===== config.mk =====
export PLATFORM = sky130hd
export DESIGN_NAME = fsm_rx
export DESIGN_NICKNAME = d
export VERILOG_FILES = /design/src/rtl/fsm_rx.sv
export SDC_FILE = /design/constraint.sdc
export NUM_CORES = 1
export LEC_CHECK = 0
export CORE_MARGIN = 2
export CORE_UTILIZATION = 46
export DETAILED_ROUTE_END_ITERATION = 10
export PLACE_DENSITY = 0.75
export SLEW_MARGIN = 10
export SYNTH_ARGS = -nofsm -noshare
export SYNTH_HDL_FRONTEND = slang
export SYNTH_SLANG_ARGS = --single-unit

===== constraint.sdc =====
create_clock -name clk -period 1.5 [get_ports clk]
set_input_delay 0.3 -clock clk [delete_from_list [all_inputs] [get_ports clk]]
set_output_delay 0.3 -clock clk [all_outputs]
set_load 0.01 [all_outputs]

===== src/rtl/fsm_rx.sv =====
// Serial frame receiver for the one-bit-per-clock 11-bit frame link.
// A frame is a start bit (0), eight data bits with data[0] first, a parity bit and a
// stop bit (1). The line idles high.
//
// Ports:
//   clk         system clock, all logic on posedge
//   rst_n       synchronous active-low reset
//   rx_in       serial line, synchronous to clk, idle high
//   data_out    received byte, data_out[0] = first data bit on the line
//   data_valid  one-cycle strobe when data_out / parity_err / frame_err are updated
//   parity_err  parity mismatch on the last frame, held until the next frame
//   frame_err   stop bit sampled low on the last frame, held until the next frame
//   rx_busy     high while a frame is being received (START..STOP)
module fsm_rx #(
    parameter int unsigned CLKS_PER_BIT = 1,
    parameter bit          PARITY_ODD   = 1'b0
) (
    input  logic       clk,
    input  logic       rst_n,
    input  logic       rx_in,
    output logic [0:7] data_out,
    output logic       data_valid,
    output logic       parity_err,
    output logic       frame_err,
    output logic       rx_busy
);

    // Start-bit confirmation offset from the start edge.
    localparam int unsigned HalfBit  = (CLKS_PER_BIT - 1) / 2;
    localparam int unsigned CntW     = (CLKS_PER_BIT > 1) ? $clog2(CLKS_PER_BIT) : 1;
    localparam int unsigned HalfIdx  = (HalfBit > 0) ? HalfBit - 1 : 0;
    localparam logic [CntW-1:0] CntLast  = CntW'(CLKS_PER_BIT - 1);
    localparam logic [CntW-1:0] HalfLast = CntW'(HalfIdx);

    typedef enum logic [2:0] {
        StSync,
        StIdle,
        StStart,
        StData,
        StParity,
        StStop,
        StBreakWait
    } state_e;

    state_e          state_q, state_d;
    logic [CntW-1:0] clk_cnt_q, clk_cnt_d;
    logic [2:0]      bit_cnt_q, bit_cnt_d;
    logic [0:7]      shift_q, shift_d;
    logic            par_q, par_d;
    logic [0:7]      data_out_q, data_out_d;
    logic            data_valid_q, data_valid_d;
    logic            parity_err_q, parity_err_d;
    logic            frame_err_q, frame_err_d;
    logic            rx_busy_q, rx_busy_d;
    logic            sample;

    always_comb begin
        state_d      = state_q;
        bit_cnt_d    = bit_cnt_q;
        shift_d      = shift_q;
        par_d        = par_q;
        data_out_d   = data_out_q;
        data_valid_d = 1'b0;
        parity_err_d = parity_err_q;
        frame_err_d  = frame_err_q;

        // In the timed states a bit is sampled once every CLKS_PER_BIT edges.
        sample    = (clk_cnt_q == CntLast);
        clk_cnt_d = sample ? '0 : clk_cnt_q + 1'b1;

        unique case (state_q)
            StSync: begin
                if (rx_in) state_d = StIdle;
            end
            StIdle: begin
                clk_cnt_d = '0;
                bit_cnt_d = '0;
                if (!rx_in) begin
                    // With no mid-bit offset the start edge itself is the confirmation.
                    state_d = (HalfBit == 0) ? StData : StStart;
                end
            end
            StStart: begin
                if (clk_cnt_q == HalfLast) begin
                    clk_cnt_d = '0;
                    state_d   = rx_in ? StIdle : StData;
                end
            end
            StData: begin
                if (sample) begin
                    shift_d[bit_cnt_q] = rx_in;
                    bit_cnt_d          = bit_cnt_q + 3'd1;
                    if (bit_cnt_q == 3'd7) state_d = StParity;
                end
            end
            StParity: begin
                if (sample) begin
                    par_d   = rx_in;
                    state_d = StStop;
                end
            end
            StStop: begin
                if (sample) begin
                    data_out_d   = shift_q;
                    parity_err_d = (^shift_q) ^ par_q ^ PARITY_ODD;
                    frame_err_d  = ~rx_in;
                    data_valid_d = 1'b1;
                    state_d      = rx_in ? StIdle : StBreakWait;
                end
            end
            StBreakWait: begin
                if (rx_in) state_d = StIdle;
            end
            default: state_d = StSync;
        endcase

        rx_busy_d = (state_d == StStart) || (state_d == StData) ||
                    (state_d == StParity) || (state_d == StStop);
    end

    always_ff @(posedge clk) begin
        if (!rst_n) begin
            state_q      <= StSync;
            clk_cnt_q    <= '0;
            bit_cnt_q    <= '0;
            shift_q      <= '0;
            par_q        <= 1'b0;
            data_out_q   <= '0;
            data_valid_q <= 1'b0;
            parity_err_q <= 1'b0;
            frame_err_q  <= 1'b0;
            rx_busy_q    <= 1'b0;
        end else begin
            state_q      <= state_d;
            clk_cnt_q    <= clk_cnt_d;
            bit_cnt_q    <= bit_cnt_d;
            shift_q      <= shift_d;
            par_q        <= par_d;
            data_out_q   <= data_out_d;
            data_valid_q <= data_valid_d;
            parity_err_q <= parity_err_d;
            frame_err_q  <= frame_err_d;
            rx_busy_q    <= rx_busy_d;
        end
    end

    assign data_out   = data_out_q;
    assign data_valid = data_valid_q;
    assign parity_err = parity_err_q;
    assign frame_err  = frame_err_q;
    assign rx_busy    = rx_busy_q;

endmodule


=== Word-level counts from Yosys, hierarchy flattened ===
Cells that the tools add are included.

* Eq/ne operators: 12
* Magnitude comparators: 2
* Reduce and logical (&&, ||, !) cells: 13
* Bitwise operators: 4
* $add $sub $neg: 2
* Muxes and demuxes: 19

{| class="wikitable"
|+ Operator list
! kind !! number
|-
| 3-bit two-way mux || 9
|-
| 3-bit == test, second input constant || 6
|-
| 3-bit one-hot mux with 6 select lines || 1
|-
| 3-bit by 2-bit == test with 1-bit output, second input constant || 4
|-
| 2-bit AND reduction || 5
|-
| 8-bit bitwise mux || 1
|-
| 8-bit XOR reduction || 1
|-
| 3-bit one-hot mux with 2 select lines || 1
|-
| 4-bit >= comparator, second input constant || 1
|-
| 4-bit by 1-bit less-than comparator with 1-bit output, second input constant || 1
|-
| 1-bit two-way mux || 4
|-
| 3-bit NOT with 4-bit output || 1
|-
| 3-bit by 1-bit adder with 3-bit output, second input constant || 1
|-
| 1-bit demux with 3-bit select || 1
|-
| 3-bit by 1-bit == test with 1-bit output, second input constant || 1
|-
| 3-bit zero test || 1
|-
| 1-bit logical OR || 3
|-
| 2-bit two-way mux || 1
|-
| 2-bit != test, second input constant || 1
|-
| 1-bit NOT || 2
|-
| 1-bit one-hot mux with 2 select lines || 1
|-
| 2-bit nonzero test || 1
|-
| 2-bit OR reduction || 1
|-
| 1-bit adder, second input constant || 1
|-
| 2 further kinds || 2
|}

* Register bits: 28
* Output and inout bits: 12
* Bits of input ports: 3

=== Depth between registers and ports, before layout ===
* Depth after elaboration: 8
* Depth in mapped cells: 5
* Gate-level depth less buffers: 5

=== Worst setup path before layout ===
OpenSTA, ideal clock, no wires.

* Path type: reg2reg
* Start: register shift_q[2] (netlist name)
* End: register parity_err_q, in the netlist parity_err
* Clock period less this slack: 1.167 ns
* Data arrival time: 1.041 ns
* Cell stages (with the launch flop): 5
* Setup slack: 0.333 ns
* Buffers on the path: 0
* Setup time: 0.126 ns
* Path through: dfxtp_1 > xor2_1 > xnor3_1 > nand3b_1 > o211ai_1

* Longest elaborated chain between the ends: 2

{| class="wikitable"
|+ Ends and longest elaborated chain
! what !! line !! RTL
|-
| from (decl) || 48 || <nowiki>logic [0:7] shift_q, shift_d;</nowiki>
|-
| from (signal assigned) || 137 || <nowiki>shift_q <= shift_d;</nowiki>
|-
| 8-bit XOR reduction || 105 || <nowiki>parity_err_d = (^shift_q) ^ par_q ^ PARITY_ODD;</nowiki>
|-
| 1-bit XOR || 105 ||
|-
| to (signal assigned) || 141 || <nowiki>parity_err_q <= parity_err_d;</nowiki>
|-
| to (decl) || 52 || <nowiki>logic parity_err_q, parity_err_d;</nowiki>
|}

No other way between the ends.
A chain may end at the register's enable or synchronous reset.

=== Worst setup path in the final report ===
* Start: register state_q[2]
* End: register shift_q[6] (netlist name)

* Longest elaborated chain between the ends: 2

{| class="wikitable"
|+ Ends and longest elaborated chain
! what !! line !! RTL
|-
| from (decl) || 45 || <nowiki>state_e state_q, state_d;</nowiki>
|-
| from (signal assigned) || 123 || <nowiki>state_q <= StSync;</nowiki>
|-
| from (signal assigned) || 134 || <nowiki>state_q <= state_d;</nowiki>
|-
| 3-bit by 2-bit == test with 1-bit output || 71 || <nowiki>unique case (state_q)</nowiki>
|-
| 2-bit AND reduction (no source line) || - ||
|}

No other way between the ends.

==> impl_metrics.yaml <==
run_status:
  outcome: "complete, no violations"
cts:
  cts.clk_slew.worst_paths_ps: 150
  clock_path_buffers: 2
  clk_latency_ps: 330
  cts_buffers: 3
  post_cts_buffers: 0
  numClockSinks: 27
  cts_root_buf: "clkbuf_4"
  cts_tree: "yes"
  htreeDepth: 1
logic_synthesis:
  ys_seq_elements: 27
  ys.flop_type: "dfxtp_1"
  syn_area_per_cell_um2: 9.11
  synthCells: 139
  syn_nets: 144
  synth_warnings: 0
  async_flop_share_pct: 0
  synth_edf_count: 0
  yosys-top-cells-count: "dfxtp_1 (27), nand2_1 (27), a21boi_0 (11)"
  synth_top_area_share_pct: 42.7
  synth.yosys.seq_area_share_pct: 42.7
  synth_top_cells_by_area: "dfxtp_1 (43%), nand2_1 (8.0%), a21boi_0 (6.5%)"
  yosysTopAreaCell: "dfxtp_1"
  synth_cell_types: 31
  syn-cell-area_mm2: 0.00127
floorplanning:
  row_count: 19
  io_pins: 15
  die_w_um: 56.5
  dieArea_mm2: 0.00319
  start_util_pct: 47.1
  core_mm2: 0.00269
  die_h_um: 56.5
power_and_ir_drop:
  p_switching_mw: 0.272
  switching_share_pct: 23.8
  p_clk_share_pct: 28.1
  p_per_area_mw_per_mm2: 776
  power_frac_seq_pct: 64.3
  p_leak_nw: 0.635
  max-vdd-ir-drop_v: 0.000774
  p_int_mw: 0.870
  comb_power_share_pct: 7.6
route:
  drt-initial-drc-count: 19
  wl_mm: 2.22
  via_per_inst: 5.17
  routedWlPerCell_um: 11.9
  drc: 0
  ant_nets: 0
  drt-pass1-iter-count: 4
  num_vias: 962
layout:
  fin_nets: 161
  layout-drive-gt1-share_pct: 11.6
  diodes: 0
  final_cell_area_mm2: 0.00147
  syn_to_final_growth_pct: 16.2
run:
  cap_violations: 0
timing:
  slew_headroom_pct: 82.7
  tns_ps: 0
  period_needed_ps: 1290
  hold_violations: 0
  rsz0062_at_grt: "false"
  slew_viol_final: 0
  fin_crit_sh_pct: 85.9
  holdWs_ps: 469
  worst_pin_slew_ps: 259
  fmax_ghz: 0.776
  setup_viol: 0
  clock_skew_ps: 8.59
critical_path:
  path_cells: "nand4b_2 -> nor3b_2 -> mux2i_1 -> nor2b_1"
  r2r_cells: 4
  crit_slowest_cell: "dfxtp_1"
  slowest_delay_ps: 370
  critPathLaunch: "state_q[2]"
  arrival_ps: 1520
  cp-end-kind: "flip-flop"
  timing.rr.start: "state_q[2]"
  endpoint: "shift_q[6]"
  rr_endpoint: "shift_q[6]"
  crit_family: "simple AND/OR/NAND/NOR gates"
  critPathLaunchType: "flip-flop"
  reg2reg_slack_ps: 210
  worstSetupPathDepth: 4
  cp.required_ps: 1730
  critPathMaxFanout: 5
  path_class: "reg -> reg"
  worst-path-buf-inv: 0
placed_design:
  placed_area_mm2: 0.00145
  place.gp.congestion: 0.743
  place_hpwl_mm: 1.69
  io_buffers: 14
global_route:
  grt_max_degree: 17
  grtUsageTotal_pct: 15.2
  grt_pass1_wl_mm: 3.88
  grt_pass1_vias: 920
  grt_overflow_total: 0
  antenna_found_initial: 0
worst_hold_path:
  hold_path_class: "reg -> reg"
layer usage:
layer  vias to the layer above  share of wire (%)  track usage (%)
li1                        503                  -                -
met4                         0                1.5             6.12
met5                         -                  0                0
met1                       445                 47             19.2
met3                         4                2.3             3.00
met2                        10                 49             25.4
per-stage QoR:
stage | utilization (%) | instances | setup WS, ps | power (mW)
after floorplan | - | 139 | 333 | 0.808
after global placement | 54.1 | 182 | 141 | 0.834
after detailed placement | 54.1 | 182 | 104 | 0.838
after CTS | 54.7 | 186 | 137 | 1.16
after global routing | 54.8 | 186 | 111 | 1.19
final | 54.8 | 186 | 211 | 1.14
kinds of logic (layout without fill, tap and decap cells):
| logic type | Yosys count | in the layout | synth area share, % |
|---|---|---|---|
| and+or+nand+nor | 62 | 62 | 27.1 |
| AOI/OAI and AO/OA | 24 | 24 | 12.5 |
| adders and majority gates | 2 | 2 | 1.98 |
| muxes | 8 | 8 | 6.32 |
| buffers and inverters | 9 | 25 | 3.46 |
| DFF | 27 | 27 | 42.7 |
| xor gates and xnor gates | 7 | 7 | 5.93 |
final cells by class:
type	count	area (um^2)
multi-input cells	103	682
clock inverters	1	7.51
repair buffers	21	178
fillers	250	1210
clock buffers	3	22.5
well taps	31	38.8
flip-flops and latches	27	543
power groups by stage:
| stage | Combinational (mW) | Clock (mW) | Sequential, mW |
|---|---|---|---|
| 2_1_floorplan | 0.0605 | 0 | 0.748 |
| 3_3_place_gp | 0.0850 | 0 | 0.749 |
| 3_5_place_dp | 0.0878 | 0 | 0.750 |
| 4_1_cts | 0.0865 | 0.335 | 0.734 |
| 5_1_grt | 0.0962 | 0.360 | 0.736 |
| 6_report | 0.0864 | 0.321 | 0.734 |
repair_timing:
item	4_1_cts	5_1_grt
pin swaps	0	0
hold buffers	0	0
setup endpoints to repair	12	1
resized for setup	12	2
worst min path at each step:
stage / startpoint / end / slack, ps / cells after the start
final: data_out[4] / data_out[4] / 470 / 2
after global routing: data_out[5] / data_out[5] / 490 / 2
after CTS: data_out[4] / data_out[4] / 470 / 2
after detailed placement: data_out[4] / data_out[4] / 460 / 2
after global placement: data_out[3] / data_out[3] / 450 / 2
after floorplan: rst_n / bit_cnt_q[2] / 450 / 1
worst reg2reg max path, stage by stage, from the launching register on:
cell and delay (ps):
dfxtp_1 370, nand4b_2 310, nor3b_2 250, mux2i_1 220, nor2b_1 60
flip-flops by register name, indices dropped and copies added (netlist names):
signal      cells
shift_q         8
rx_busy         1
par_q           1
parity_err      1
frame_err       1
data_out        8
bit_cnt_q       3
state_q         3
data_valid      1
cell usage in the layout (no fill, tap or decap), types with 2 or more instances in the layout:
master,n
a21boi_0,11
a21oi_1,3
and2_1,4
buf_4,7
clkbuf_4,3
clkdlybuf4s50_1,2
dfxtp_1,25
dfxtp_2,2
dlygate4sd2_1,12
ha_1,2
mux2i_1,8
nand2_1,27
nand3_1,5
nand3b_1,3
nor2_1,4
nor2b_1,8
nor3b_2,2
o211ai_1,2
o21ai_0,6
xnor2_1,4
xor2_1,2
No activity file was read; power rests on OpenSTA's default activity.
